**config.mk**
```make
export PLATFORM = sky130hd
export DESIGN_NAME = dm_access_unit_flat
export DESIGN_NICKNAME = d
export VERILOG_FILES = /design/src/rtl/dm_access_unit_if.sv /design/src/rtl/dm_access_unit.sv /design/src/flat_wrapper.sv
export SDC_FILE = /design/constraint.sdc
export NUM_CORES = 1
export LEC_CHECK = 0
export CAP_MARGIN = 20
export CORE_ASPECT_RATIO = 1.1
export CORE_MARGIN = 2
export CORE_UTILIZATION = 44
export DETAILED_ROUTE_END_ITERATION = 16
export GPL_TIMING_DRIVEN = 0
export MAX_ROUTING_LAYER = met4
export PLACE_DENSITY = 0.76
export SETUP_SLACK_MARGIN = 0.02
export SYNTH_ARGS = -nofsm -noshare
export SYNTH_HDL_FRONTEND = slang
export SYNTH_SLANG_ARGS = --single-unit
```
**constraint.sdc**
```tcl
create_clock -name CLK -period 1.95 [get_ports CLK]
set_input_delay 0.39 -clock CLK [delete_from_list [all_inputs] [get_ports CLK]]
set_output_delay 0.39 -clock CLK [all_outputs]
set_load 0.02 [all_outputs]
```
**src/rtl/dm_access_unit_if.sv**
```systemverilog
// Request/response handshake bundle between the execute stage and the load/store unit.
interface dm_access_unit_if #(
  parameter int ADDR_W = 8,
  parameter int DATA_W = 8
);
  logic              req_valid;
  logic              req_ready;
  logic [1:0]        req_op;
  logic [ADDR_W-1:0] req_base;
  logic [ADDR_W-1:0] req_offset;
  logic [DATA_W-1:0] req_wdata;
  logic              resp_valid;
  logic              resp_ready;
  logic [DATA_W-1:0] resp_rdata;
  logic              resp_err;

  modport master (
    output req_valid, req_op, req_base, req_offset, req_wdata, resp_ready,
    input  req_ready, resp_valid, resp_rdata, resp_err
  );

  modport slave (
    input  req_valid, req_op, req_base, req_offset, req_wdata, resp_ready,
    output req_ready, resp_valid, resp_rdata, resp_err
  );
endinterface

```
**src/rtl/dm_access_unit.sv**
```systemverilog
// Load/store/swap sequencer in front of a single-port data memory, with saturating op counters.
module dm_access_unit #(
  parameter int ADDR_W = 8,
  parameter int DATA_W = 8,
  parameter int CNT_W  = 16
) (
  input  logic               CLK,
  input  logic               RST_N,
  dm_access_unit_if.slave    bus,
  output logic               dm_wrt_en,
  output logic [ADDR_W-1:0]  dm_address,
  output logic [DATA_W-1:0]  dm_wrt_data,
  input  logic [DATA_W-1:0]  dm_rd_data,
  output logic [CNT_W-1:0]   cnt_load,
  output logic [CNT_W-1:0]   cnt_store
);

  typedef enum logic [1:0] {IDLE, RD, WR, RESP} state_t;

  localparam logic [1:0] OP_LOAD  = 2'b00;
  localparam logic [1:0] OP_STORE = 2'b01;
  localparam logic [1:0] OP_SWAP  = 2'b10;

  state_t            state_q, state_d;
  logic [1:0]        op_q, op_d;
  logic [ADDR_W-1:0] addr_q, addr_d;
  logic [DATA_W-1:0] wdata_q, wdata_d;
  logic              req_ready_q, req_ready_d;
  logic              resp_valid_q, resp_valid_d;
  logic [DATA_W-1:0] resp_rdata_q, resp_rdata_d;
  logic              resp_err_q, resp_err_d;
  logic              wrt_en_q, wrt_en_d;
  logic [ADDR_W-1:0] dm_addr_q, dm_addr_d;
  logic [DATA_W-1:0] dm_wdata_q, dm_wdata_d;
  logic [CNT_W-1:0]  cnt_load_q, cnt_load_d;
  logic [CNT_W-1:0]  cnt_store_q, cnt_store_d;
  logic [ADDR_W-1:0] eff_addr;

  function automatic logic [CNT_W-1:0] sat_inc(input logic [CNT_W-1:0] c);
    return (&c) ? c : c + 1'b1;
  endfunction

  assign eff_addr = bus.req_base + bus.req_offset;

  // DM drive values are precomputed for the state being entered, so dm_* come straight from flops.
  always_comb begin
    state_d      = state_q;
    op_d         = op_q;
    addr_d       = addr_q;
    wdata_d      = wdata_q;
    req_ready_d  = req_ready_q;
    resp_valid_d = resp_valid_q;
    resp_rdata_d = resp_rdata_q;
    resp_err_d   = resp_err_q;
    wrt_en_d     = 1'b0;
    dm_addr_d    = '0;
    dm_wdata_d   = '0;
    cnt_load_d   = cnt_load_q;
    cnt_store_d  = cnt_store_q;
    case (state_q)
      IDLE: begin
        if (bus.req_valid && req_ready_q) begin
          op_d         = bus.req_op;
          addr_d       = eff_addr;
          wdata_d      = bus.req_wdata;
          req_ready_d  = 1'b0;
          resp_rdata_d = '0;
          resp_err_d   = 1'b0;
          case (bus.req_op)
            OP_LOAD, OP_SWAP: begin
              state_d   = RD;
              dm_addr_d = eff_addr;
            end
            OP_STORE: begin
              state_d    = WR;
              wrt_en_d   = 1'b1;
              dm_addr_d  = eff_addr;
              dm_wdata_d = bus.req_wdata;
            end
            default: begin
              state_d      = RESP;
              resp_valid_d = 1'b1;
              resp_err_d   = 1'b1;
            end
          endcase
        end
      end
      RD: begin
        resp_rdata_d = dm_rd_data;
        if (op_q == OP_SWAP) begin
          state_d    = WR;
          wrt_en_d   = 1'b1;
          dm_addr_d  = addr_q;
          dm_wdata_d = wdata_q;
        end else begin
          state_d      = RESP;
          resp_valid_d = 1'b1;
          cnt_load_d   = sat_inc(cnt_load_q);
        end
      end
      WR: begin
        state_d      = RESP;
        resp_valid_d = 1'b1;
        cnt_store_d  = sat_inc(cnt_store_q);
        if (op_q == OP_SWAP) cnt_load_d = sat_inc(cnt_load_q);
      end
      RESP: begin
        if (bus.resp_ready) begin
          state_d      = IDLE;
          resp_valid_d = 1'b0;
          req_ready_d  = 1'b1;
        end
      end
      default: state_d = IDLE;
    endcase
  end

  // Async reset clears wrt_en_q immediately, so an in-flight write never reaches DM.
  always_ff @(posedge CLK or negedge RST_N) begin
    if (!RST_N) begin
      state_q      <= IDLE;
      op_q         <= '0;
      addr_q       <= '0;
      wdata_q      <= '0;
      req_ready_q  <= 1'b1;
      resp_valid_q <= 1'b0;
      resp_rdata_q <= '0;
      resp_err_q   <= 1'b0;
      wrt_en_q     <= 1'b0;
      dm_addr_q    <= '0;
      dm_wdata_q   <= '0;
      cnt_load_q   <= '0;
      cnt_store_q  <= '0;
    end else begin
      state_q      <= state_d;
      op_q         <= op_d;
      addr_q       <= addr_d;
      wdata_q      <= wdata_d;
      req_ready_q  <= req_ready_d;
      resp_valid_q <= resp_valid_d;
      resp_rdata_q <= resp_rdata_d;
      resp_err_q   <= resp_err_d;
      wrt_en_q     <= wrt_en_d;
      dm_addr_q    <= dm_addr_d;
      dm_wdata_q   <= dm_wdata_d;
      cnt_load_q   <= cnt_load_d;
      cnt_store_q  <= cnt_store_d;
    end
  end

  assign bus.req_ready  = req_ready_q;
  assign bus.resp_valid = resp_valid_q;
  assign bus.resp_rdata = resp_rdata_q;
  assign bus.resp_err   = resp_err_q;
  assign dm_wrt_en      = wrt_en_q;
  assign dm_address     = dm_addr_q;
  assign dm_wrt_data    = dm_wdata_q;
  assign cnt_load       = cnt_load_q;
  assign cnt_store      = cnt_store_q;

endmodule

```
**src/flat_wrapper.sv**
```systemverilog
// flat-port wrapper written by rule: the top's interface ports become plain ports
module dm_access_unit_flat 
#(
  parameter int ADDR_W = 8,
  parameter int DATA_W = 8,
  parameter int CNT_W  = 16
)
  (CLK, RST_N, dm_wrt_en, dm_address, dm_wrt_data, dm_rd_data, cnt_load, cnt_store, bus_req_valid, bus_req_op, bus_req_base, bus_req_offset, bus_req_wdata, bus_resp_ready, bus_req_ready, bus_resp_valid, bus_resp_rdata, bus_resp_err);
  dm_access_unit_if #(.ADDR_W(ADDR_W), .DATA_W(DATA_W)) bus_i ();
  input  logic CLK;
  input  logic RST_N;
  output logic dm_wrt_en;
  output logic [ADDR_W-1:0] dm_address;
  output logic [DATA_W-1:0] dm_wrt_data;
  input  logic [DATA_W-1:0] dm_rd_data;
  output logic [CNT_W-1:0] cnt_load;
  output logic [CNT_W-1:0] cnt_store;
  input wire logic [$bits(bus_i.req_valid)-1:0] bus_req_valid;
  input wire logic [$bits(bus_i.req_op)-1:0] bus_req_op;
  input wire logic [$bits(bus_i.req_base)-1:0] bus_req_base;
  input wire logic [$bits(bus_i.req_offset)-1:0] bus_req_offset;
  input wire logic [$bits(bus_i.req_wdata)-1:0] bus_req_wdata;
  input wire logic [$bits(bus_i.resp_ready)-1:0] bus_resp_ready;
  output wire logic [$bits(bus_i.req_ready)-1:0] bus_req_ready;
  output wire logic [$bits(bus_i.resp_valid)-1:0] bus_resp_valid;
  output wire logic [$bits(bus_i.resp_rdata)-1:0] bus_resp_rdata;
  output wire logic [$bits(bus_i.resp_err)-1:0] bus_resp_err;
  assign bus_i.req_valid = bus_req_valid;
  assign bus_i.req_op = bus_req_op;
  assign bus_i.req_base = bus_req_base;
  assign bus_i.req_offset = bus_req_offset;
  assign bus_i.req_wdata = bus_req_wdata;
  assign bus_i.resp_ready = bus_resp_ready;
  assign bus_req_ready = bus_i.req_ready;
  assign bus_resp_valid = bus_i.resp_valid;
  assign bus_resp_rdata = bus_i.resp_rdata;
  assign bus_resp_err = bus_i.resp_err;
  dm_access_unit #(.ADDR_W(ADDR_W), .DATA_W(DATA_W), .CNT_W(CNT_W)) u_core (.CLK(CLK), .RST_N(RST_N), .bus(bus_i), .dm_wrt_en(dm_wrt_en), .dm_address(dm_address), .dm_wrt_data(dm_wrt_data), .dm_rd_data(dm_rd_data), .cnt_load(cnt_load), .cnt_store(cnt_store));
endmodule
```
Word level (Yosys, flattened, before mapping)
Cells that the tools add are included.

word-level totals
  input bits = 38
  output and inout port bits = 60
  logic and storage cells = 77
  register bits = 80

cells by class
  reductions and logical operators = 17
  add/subtract/negate cells = 3
  equal/unequal tests = 11
  muxes and demuxes = 32
  bitwise operators = 1

operators by type and width
  kind                                                   number
  two-way mux 8 bit                                      7
  two-way mux 16 bit                                     3
  case mux 8 bit (2 select lines)                        3
  adder 16 x 1 -> 16 bit, second input constant          2
  case mux 16 bit (2 select lines)                       1
  AND reduction 16 bit                                   2
  two-way mux 1 bit                                      11
  adder 8 bit                                            1
  equality test 2 bit, second input constant             4
  case mux 2 bit (4 select lines)                        1
  AND reduction 2 bit                                    4
  inequality test 2 bit, second input constant           3
  AND reduction 3 bit                                    2
  nonzero test 2 bit                                     3
  equality test 2 x 1 -> 1 bit, second input constant    2
  zero test 2 bit                                        2
  two-way mux 2 bit                                      2
  inequality test 2 x 1 -> 1 bit, second input constant  2
  case mux 1 bit (2 select lines)                        2
  case mux 1 bit (4 select lines)                        1
  case mux 2 bit (2 select lines)                        1
  AND reduction 4 bit                                    1
  OR reduction 3 bit                                     1
  OR reduction 2 bit                                     1
  2 further kinds                                        2

Longest topological paths before layout
Gate-level depths: netlist of run 1.

  word-level depth = 5
  gate-level depth with buffers = 8
  depth with buffers taken out = 8

Least setup slack after synthesis of run 1
OpenSTA, ideal clock, no wires.

  kind = register to register
  start point = reg u_core.state_q[1]
  end point = reg u_core.cnt_load_q[13] (netlist: u_core.cnt_load[13])
  cell stages (with the launch flop) = 9
  slack = -0.082 ns
  data required time = 1.821 ns
  buffers on the path = 1
  setup time = 0.129 ns
  period minus slack after synthesis = 2.032 ns
  data arrival time = 1.903 ns
  cell sequence = dfrtp_1 -> inv_1 -> ha_1 -> and3b_1 -> buf_6 -> a211o_4 -> a2111oi_4 -> nand4_1 -> xnor2_1

on the way
  cells in the longest elaborated chain, start to end = 3
  elaborated cells on any way between the ends = 7
  classes of those cells = 4 x eq/ne; 1 x mux; 2 x reduce/logical

ends and longest elaborated chain
  item                                                                        line                   source
  start, declared                                                             dm_access_unit.sv:24   state_t state_q, state_d;
  start signal, assigned                                                      dm_access_unit.sv:135  state_q <= state_d;
  equality test 2 bit / equality test 2 x 1 -> 1 bit (equally long branches)  -
  inequality test 2 x 1 -> 1 bit (no line) (tied with other cells)            -
  AND reduction 3 bit (no line)                                               -
  end signal, assigned                                                        dm_access_unit.sv:146  cnt_load_q <= cnt_load_d;
  end, declared                                                               dm_access_unit.sv:35   logic [CNT_W-1:0] cnt_load_q, cnt_load_d;

Parallel ways exist; a longest one is shown, timed or not.
A chain may end at the register's enable or synchronous reset.

Worst setup path after layout of run 1
  start point = reg u_core.state_q[0]
  end point = reg u_core.cnt_load_q[1] (netlist: u_core.cnt_load[1])

Same word-level chain as after synthesis.

==> summary.md, run 1 <==
| Metric | Value |
|---|---|
| Status | `finished, violations left` |
| Failing checks | `negative setup slack` |
| Rows | `35` |
| Average wire per cell in the routed design | `14.33 um` |
| Initial antenna violation count | `0` |
| Worst path slowest cell | `dfrtp_1` |
| # DRC | `0` |
| Max incr delay on CP | `420 ps` |
| Post-Synthesis Cells | `317` |
| CTS clk-pin slew, worst paths | `~80 ps` |
| Antenna diode count | `0` |
| GRT Util Overall | `18.54%` |
| Startpoint types | `register` |
| Full die area | `between 0.009 and 0.01 mm^2` |
| R2r worst-path depth | `7` |
| EDFF count, synth | `0` |
| Vias in the first global route | `2,788` |
| Post-synthesis sequential area ratio | `54.07%` |
| GPL Wtd Cong | `0.8358` |
| Critical Path AT | `approximately 2200 ps` |
| Syn nets | `between 300 and 400` |
| Tightest Pin Transition | `571.7 ps` |
| Mean Syn Cell Area | `11.69 um^2` |
| Setup Viol. Count Final | `1` |
| Vias per cell | `5.058` |
| # port buffers | `97` |
| Seq cells post-synth | `80` |
| RSZ-0062 raised after global routing | `true` |
| Die X-Extent | `91.49 um` |
| Root Buffer | `clkbuf_8` |
| Synthesis Warnings | `0` |
| Minimum clock period after layout | `1951 ps` |
| Post-synth top cells | `dfrtp_1 (79), nand2_1 (28), a22o_1 (20), xnor2_1 (20), mux2_2 (18)` |
| Wirelength, routed | `7.910 mm` |
| DR iter-0 viols | `86` |
| Pwr Density | `1268 mW/mm^2` |
| HPWL reported at the end of detailed placement | `approximately 5.5 mm` |
| CP most frequent cell | `buf_6` |
| Max Freq | `512.5 MHz` |
| Drt first pass iters | `4` |
| Vias | `around 2,800` |
| H-tree depth | `3` |
| Cell breakdown of the critical path | `buf_6 -> inv_6 -> ha_2 -> a211o_4 -> a41oi_4 -> buf_6 -> mux2_4` |
| Largest net degree at the start of global routing | `55` |
| Initial Util | `44.76%` |
| Placement Setup Slack | `-495.0 ps` |
| GRT Residual Overflow | `0` |
| Clk sinks | `80` |
| Area growth syn-to-layout | `41.64%` |
| TritonCTS Buffers | `9` |
| Post-synth ARST share | `100.0%` |
| Die height | `between 100 and 150 um` |
| Final hold violation count | `0` |
| Min-delay worst type | `in2async` |
| Top_reg_cell synth | `dfrtp_1` |
| Nets@finish | `~500` |
| Crit Path Class | `reg2reg` |
| Mapped Area | `0.003705 mm^2` |
| FILL cells | `around 650` |
| Worst-Skew Late Latency | `about 350 ps` |
| First-pass GRT wire length | `13.19 mm` |
| Yosys top cell by area | `dfrtp_1` |
| Share of cells above drive strength 1 | `16.55%` |
| Leakage power figure | `2.304 nW` |
| Max clock buf depth | `2` |
| Most common cell in the netlist | `dfrtp_1` |
| Crit path max fanout | `5` |
| Core Area | `0.008277 mm^2` |
| Area fraction of the dominant cell type after synthesis | `53.36%` |
| Max VDD drop | `0.5582 mV` |
| Ranking of synthesized cells by area | `dfrtp_1 (53%), mux2_2 (5.5%), a22o_1 (4.7%), xnor2_1 (4.7%), ha_1 (4.4%)` |
| Rel. slew slack | `61.63%` |
| Io pins | `98` |
| Non-filler instance count after layout | `552` |
| Max_cap viols | `0` |
| Clk_skew | `12.79 ps` |
| Slew Viols, Final | `0` |
| Data required, critical path | `2190 ps` |
| Final setup margin | `-1.202 ps` |
| CTS tree | `done` |
| # placed instances | `526` |
| Worst setup EP type | `register` |
| DRT antenna net count | `0` |
| Distinct cells, synth | `42` |
| Period utilisation layout | `100.1%` |
-- critical path, delay by kind of cell (launching register included) --
family	cells	cell delay [ps]
flip-flops	1	420
AO/OA/AOI/OAI	2	590
multiplexers	1	290
adder cells (fa/ha/maj)	1	220
buffers and inverters	3	320
-- layer usage --
layer / part of all wire [%] / wire, um / global-route usage, %
met5: 0 / 0 / -
met4: 1.3 / 102 / 7.110
met2: 49 / 3890 / 28.62
met3: 5.4 / 430 / 4.580
met1: 44 / 3487 / 23.76
-- worst paths after layout --
| kind | startpoint | endpoint | slack (ps) |
|---|---|---|---|
| worst min register to register | u_core.addr_q[2] | u_core.addr_q[2] | 490 |
| worst min-delay path | RST_N | u_core.cnt_store[8] | 490 |
| worst max-delay path | u_core.state_q[0] | u_core.cnt_load[1] | -1 |
| min in group CLK | u_core.addr_q[2] | u_core.addr_q[2] | 490 |
| worst max register to register | u_core.state_q[0] | u_core.cnt_load[1] | -1 |
| max in group asynchronous | RST_N | u_core.bus.req_ready | 840 |
-- layout by cell type, fill, tap and decap left out, types with 3 or more instances in the layout --
cell / netlist / final
clkdlybuf4s50_1: 0 / 92
dfrtp_1: 79 / 79
nand2_1: 28 / 28
a22o_1: 20 / 20
xnor2_1: 20 / 20
mux2_2: 18 / 16
xor2_1: 13 / 13
o21ai_0: 14 / 13
nor2_1: 16 / 12
inv_1: 14 / 11
nand4_1: 11 / 11
nand3_1: 12 / 11
clkbuf_8: 0 / 10
buf_4: 0 / 9
a21oi_1: 9 / 8
ha_1: 13 / 8
nor3_1: 5 / 5
clkbuf_1: 5 / 4
nand2b_1: 4 / 4
and3_1: 4 / 4
nor2_2: 0 / 4
or2_2: 3 / 3
ha_2: 0 / 3
dlygate4sd2_1: 0 / 3
buf_6: 1 / 3
-- power by group --
part           internal, mW  switching [mW]  leakage [nW]
Sequential             2.15           0.356          1.04
Combinational          1.47            1.34          1.16
Clock                 0.754           0.588         0.106
Total                  4.37            2.29          2.30
-- flip-flops by register name (all words and copies together) (netlist names) --
name and cells:
u_core.addr_q 8, u_core.bus.req_ready 1, u_core.bus.resp_err 1, u_core.bus.resp_rdata 8, u_core.bus.resp_valid 1, u_core.cnt_load 16, u_core.cnt_store 16, u_core.dm_address 8
u_core.dm_wrt_data 8, u_core.dm_wrt_en 1, u_core.op_q 2, u_core.state_q 2, u_core.wdata_q 8
-- kinds of logic (layout without fill, tap and decap cells) --
family                   count (synthesis)  count (layout)  synth area share, %
XOR/XNOR                                33              33                7.801
buffers and inverters                   20             144                2.229
AO/OA/AOI/OAI                           58              58                12.23
multiplexers                            20              20                6.011
flip-flops                              80              80                54.07
AND/OR/NAND/NOR                         92              92                12.73
adder cells (fa/ha/maj)                 14              14                4.931
-- metrics by stage --
stage          cell area (um^2)  utilization (%)  hold WS (ps)  setup TNS (ps)  power, mW
2_1_floorplan              3709                -         94.41               0      4.036
3_3_place_gp               4818            58.22         459.6         -185120      4.907
3_5_place_dp               4843            58.52         340.1           -9327      5.006
4_1_cts                    5179            62.57         489.4          -270.5      6.574
5_1_grt                    5248            63.40         505.8          -214.4      7.070
6_report                   5248            63.40         489.5          -1.202      6.656
-- final cells by class --
type                       count  area (um^2)  area share [%]
buffer                         4        18.77          0.3577
clock buffer                  11        141.4           2.694
clock inverter                 5        80.08           1.526
inverter                      14        57.56           1.097
multi-input combinational    217         1709           32.57
sequential                    80         2003           38.17
tap                          111        138.9           2.647
timing repair buffer         110         1099           20.93
-- what timing repair did --
action | CTS | global route
endpoints found under the hold margin | 26 | 0
setup endpoints to repair | 47 | 47
buffers inserted | 9 | 2
hold buffers | 1 | 0
pin swaps | 10 | 7
resized for setup | 17 | 20
gates cloned | 0 | 0
Note: power is estimated with default switching activity, not from simulation.
==> run 2: changes to the inputs <==
REMOVE_ABC_BUFFERS = 1   (was not set)
==> run 2 against run 1 <==
The flow now finishes without violations. Largest cell class unchanged. Clock power about the same. Power fell by 2.3%. Critical path depth shrank 1. Wire length down 0.99%. Critical path type unchanged. Cell area shrank 1.1%. Die area unchanged. Clock-buffer cell count fell by 2. Global-route usage down 0.20 points. Via count rose by 0.64%. Final cell count shrank 1.8%. First-iteration DRC count up 48%.
==> summary.md, run 2 (synthesized netlist as in run 1, its figures left out) <==
| Metric | Value |
|---|---|
| Status | `finished, final reports clean` |
| Vias in the first global route | `roughly 2,800` |
| Min-delay worst type | `in2async` |
| Max Freq | `518.6 MHz` |
| Nets@finish | `478` |
| Reg2reg setup slack | `20 ps` |
| Rel. slew slack | `60.06%` |
| Tightest Pin Transition | `595.1 ps` |
| Worst-Skew Late Latency | `340 ps` |
| Max clock buf depth | `2` |
| R2r worst-path depth | `6` |
| Io pins | `~100` |
| H-tree depth | `3` |
| Crit path max fanout | `7` |
| R2r startpoint | `u_core.state_q[0]` |
| Clk sinks | `80` |
| Average wire per cell in the routed design | `14.45 um` |
| Initial Util | `44.76%` |
| Core Area | `0.008277 mm^2` |
| Period utilisation layout | `98.88%` |
| Clk_skew | `7.415 ps` |
| Root Buffer | `clkbuf_8` |
| Crit Path Class | `reg2reg` |
| Full die area | `0.009171 mm^2` |
| Worst Setup SP | `u_core.state_q[0]` |
| Fin Setup TNS | `0 ps` |
| Worst setup EP type | `register` |
| RSZ-0062 raised after global routing | `true` |
| CTS clk-pin slew, worst paths | `90 ps` |
| Leakage power figure | `2.303 nW` |
| # DRC | `0` |
| Data required, critical path | `2180 ps` |
| DR iter-0 viols | `127` |
| Die X-Extent | `just over 90 um` |
| Post-CTS Hold Fix Bufs | `0` |
| Slew Viols, Final | `0` |
| Vias | `2,810` |
| Drt first pass iters | `7` |
| Minimum clock period after layout | `1928 ps` |
| Largest net degree at the start of global routing | `42` |
| Commonest non-fill, non-tap cell in the layout | `clkdlybuf4s50_1` |
| Area growth syn-to-layout | `40.12%` |
| Die height | `100.2 um` |
| TritonCTS Buffers | `9` |
| GPL Wtd Cong | `around 0.84` |
| GRT Util Overall | `a little under a fifth` |
| Commonest cells after routing, fill and taps aside | `clkdlybuf4s50_1 (91), dfrtp_1 (79), nand2_1 (28), a22o_1 (20), xnor2_1 (19)` |
| Max VDD drop | `between 0.6 and 0.7 mV` |
| Antenna diode count | `0` |
| Final hold violation count | `0` |
| GRT Residual Overflow | `0` |
| Final setup margin | `21.90 ps` |
| DRT antenna net count | `0` |
| Rows | `35` |
| Fin util | `a little over three fifths` |
| Critical Path AT | `approximately 2200 ps` |
| Max_cap viols | `0` |
| Startpoint types | `register` |
| Share of cells above drive strength 1 | `16.94%` |
| R2R Path End | `u_core.cnt_load[1]` |
| CTS tree | `done` |
| # port buffers | `a little under 100` |
| Setup Viol. Count Final | `0` |
| CP endpoint | `u_core.cnt_load[1]` |
| Wirelength, routed | `just under 8 mm` |
| Vias per cell | `5.185` |
| Placement Setup Slack | `-906.2 ps` |
| Initial antenna violation count | `0` |
| Pwr Density | `1252 mW/mm^2` |
| HPWL reported at the end of detailed placement | `5.538 mm` |
| First-pass GRT wire length | `13.10 mm` |
## run 2: worst min path at each step
stage / end / slack, ps / depth (start not counted) / startpoint
after floorplan: u_core.addr_q[0] / 90 / 0 / RST_N
after global placement: u_core.addr_q[5] / 460 / 2 / u_core.addr_q[5]
after detailed placement: u_core.dm_wrt_data[6] / 400 / 1 / RST_N
after CTS: u_core.dm_wrt_data[6] / 20 / 1 / RST_N
after global routing: u_core.dm_wrt_data[2] / 40 / 1 / RST_N
final: u_core.dm_wrt_data[2] / 20 / 1 / RST_N
## run 2: routing by layer
metal  up-vias  part of all wire (%)  routed length [um]  global-route usage [%]
met5         -                     0                   0                       -
met1      1375                    42                3291                   21.79
met3         4                   4.7                 368                   3.904
li1       1346                     -                   -                       -
met2        85                    52                4094                   31.17
met4         0                  0.97                  76                   6.177
## run 2: stage by stage
stage / std cells / hold WS, ps / total power, mW / instance area (um^2)
2_1_floorplan: 311 / 94.41 / 3.995 / 3675
3_3_place_gp: 519 / 461.1 / 4.871 / 4785
3_5_place_dp: 520 / 403.4 / 4.963 / 4802
4_1_cts: 541 / 19.69 / 6.475 / 5114
5_1_grt: 542 / 37.39 / 6.917 / 5191
6_report: 542 / 20.09 / 6.501 / 5191
## run 2: power breakdown
part           internal, mW  leakage, nW  switching [mW]  total (mW)
clock                 0.737        0.116           0.628        1.36
sequential             2.15         1.04           0.360        2.51
combinational          1.33         1.15            1.30        2.63
## run 2: what timing repair did
action	in CTS	in global routing
pin swaps	10	8
setup endpoints to repair	53	27
resized for setup	19	16
buffers inserted	5	1
## run 2: cell type report
class,instances,area (um^2)
sequential,80,2003
tap,111,138.9
multi-input combinational,217,1735
clock buffer,9,123.9
inverter,14,52.55
fill,671,3085
timing repair buffer,104,1035
clock inverter,7,102.6
## run 2: critical path, stage by stage (launching register included)
cell and delay [ps]:
dfrtp_1 450, inv_2 90, ha_4 280, inv_2 30, a211o_4 350, a41oi_4 300
mux2_4 330
==> run 3: changes to the inputs <==
SKIP_LAST_GASP = 1   (was not set)
==> run 3 against run 2 <==
Clock skew grew 1.2 ps. Sequential share of layout area is essentially flat. Non-clock buffer count is the same. Via count grew 0.71%. Power grew 0.11%. Largest power group unchanged.
==> summary.md, run 3 (synthesized netlist as in run 1, its figures left out) <==
| Metric | Value |
|---|---|
| Max_cap viols | `0` |
| Core Area | `0.008277 mm^2` |
| Initial Util | `between 40% and 50%` |
| Share of cells above drive strength 1 | `between 15 and 20%` |
| Crit Path Class | `reg2reg` |
| Rel. slew slack | `around 60%` |
| # port buffers | `97` |
| Post-CTS Hold Fix Bufs | `0` |
| Vias in the first global route | `2,827` |
| GRT Util Overall | `18.34%` |
| CTS tree | `done` |
| DR iter-0 viols | `118` |
| Nets@finish | `around 480` |
| # DRC | `0` |
| Max clock buf depth | `2` |
| Drt first pass iters | `6` |
| Final instance area | `0.005187 mm^2` |
| Largest net degree at the start of global routing | `42` |
| FILL cells | `668` |
| Period utilisation layout | `99.23%` |
| Fin Setup TNS | `0 ps` |
| Clk sinks | `80` |
| Area growth syn-to-layout | `40.02%` |
| GPL Wtd Cong | `0.8386` |
| Fin util | `a little over three fifths` |
| Data required, critical path | `2210 ps` |
| Rows | `35` |
| Max Freq | `roughly 520 MHz` |
| Full die area | `0.009171 mm^2` |
| Final setup margin | `14.98 ps` |
| Placement Setup Slack | `-906.2 ps` |
| Initial antenna violation count | `0` |
| Min-delay worst type | `in2async` |
| Average wire per cell in the routed design | `14.65 um` |
| Pwr Density | `1255 mW/mm^2` |
| TritonCTS Buffers | `9` |
| DRT antenna net count | `0` |
| Critical Path AT | `2200 ps` |
| First-pass GRT wire length | `around 13 mm` |
| Startpoint types | `register` |
| Setup Viol. Count Final | `0` |
| H-tree depth | `3` |
| Clk_skew | `8.568 ps` |
| Die X-Extent | `91.49 um` |
| Tightest Pin Transition | `594.3 ps` |
| CTS clk-pin slew, worst paths | `90 ps` |
| GRT Residual Overflow | `0` |
| HPWL reported at the end of detailed placement | `approximately 5.5 mm` |
| Wirelength, routed | `7.955 mm` |
| Io pins | `98` |
| Vias | `2,830` |
| Final hold violation count | `0` |
| Commonest cells after routing, fill and taps aside | `clkdlybuf4s50_1 (91), dfrtp_1 (79), nand2_1 (28), a22o_1 (20), xnor2_1 (20)` |
| Worst hold slack | `approximately 18 ps` |
| Status | `finished, final reports clean` |
| Root Buffer | `clkbuf_8` |
| Slew Viols, Final | `0` |
| Antenna diode count | `0` |
| Worst setup EP type | `register` |
| Placed cell area | `0.004802 mm^2` |
| Max VDD drop | `approximately 0.7 mV` |
| RSZ-0062 raised after global routing | `true` |
| Minimum clock period after layout | `1935 ps` |
| Die height | `100.2 um` |
| Leakage power figure | `2.295 nW` |
| Vias per cell | `5.212` |
| Reg2reg setup slack | `roughly 15 ps` |
| Crit path max fanout | `7` |
| Commonest non-fill, non-tap cell in the layout | `clkdlybuf4s50_1` |
| Worst-Skew Late Latency | `340 ps` |
run 3: cell count changes in the layout (fill, tap and decap cells not counted), sizes merged:
cell	delta
nand3	+1
run 3: per-stage QoR:
step / cells / total power, mW
after detailed placement: 520 / 4.963
after CTS: 541 / 6.467
final: 543 / 6.508
after global placement: 519 / 4.871
after global routing: 543 / 6.918
after floorplan: 311 / 3.995
run 3: area by class of cell:
type / instances / area, um^2 / area share [%]
Inverter: 14 / 52.55 / 1.013
Clock buffer: 9 / 123.9 / 2.388
Multi-Input combinational cell: 218 / 1732 / 33.38
Timing Repair Buffer: 104 / 1035 / 19.95
Clock inverter: 7 / 102.6 / 1.978
Sequential cell: 80 / 2003 / 38.62
Tap cell: 111 / 138.9 / 2.677
run 3: repair_timing:
| item | CTS | global route |
|---|---|---|
| endpoints found under the setup margin | 53 | 44 |
| pin swaps | 10 | 6 |
| cloned | 0 | 1 |
| setup buffers | 5 | 1 |
| gates resized for setup | 18 | 14 |
| endpoints found under the hold margin | 0 | 0 |
run 3: worst max-delay path, cell delays in order (launching register included):
cell and delay (ps):
dfrtp_1 440, inv_2 90, ha_4 280, inv_2 30, a211o_4 350, a41oi_4 290
and3_4 240, xor2_1 140
run 3: routing by layer:
| layer | track usage (%) | part of all wire (%) | vias to the layer above |
|---|---|---|---|
| li1 | - | - | 1344 |
| met2 | 31.17 | 51 | 90 |
| met3 | 3.904 | 4.3 | 10 |
| met4 | 6.177 | 1.1 | 0 |
| met5 | - | 0 | - |
| met1 | 21.79 | 43 | 1386 |
run 3: worst paths after layout:
path	start	to	cells past startpoint
max	u_core.state_q[0]	u_core.cnt_load[9]	7
min	RST_N	u_core.dm_wrt_data[2]	1
max reg2reg	u_core.state_q[0]	u_core.cnt_load[9]	7
min reg2reg	u_core.addr_q[5]	u_core.addr_q[5]	2
max in group asynchronous	RST_N	u_core.cnt_load[14]	2
min in group CLK	u_core.addr_q[5]	u_core.addr_q[5]	2
run 3: where the power goes:
part           leakage (nW)  internal, mW  switching (mW)  total [mW]
clock network         0.116         0.737           0.628        1.36
logic                  1.14          1.33            1.31        2.63
registers              1.04          2.15           0.362        2.51
total                  2.30          4.21            2.30        6.51
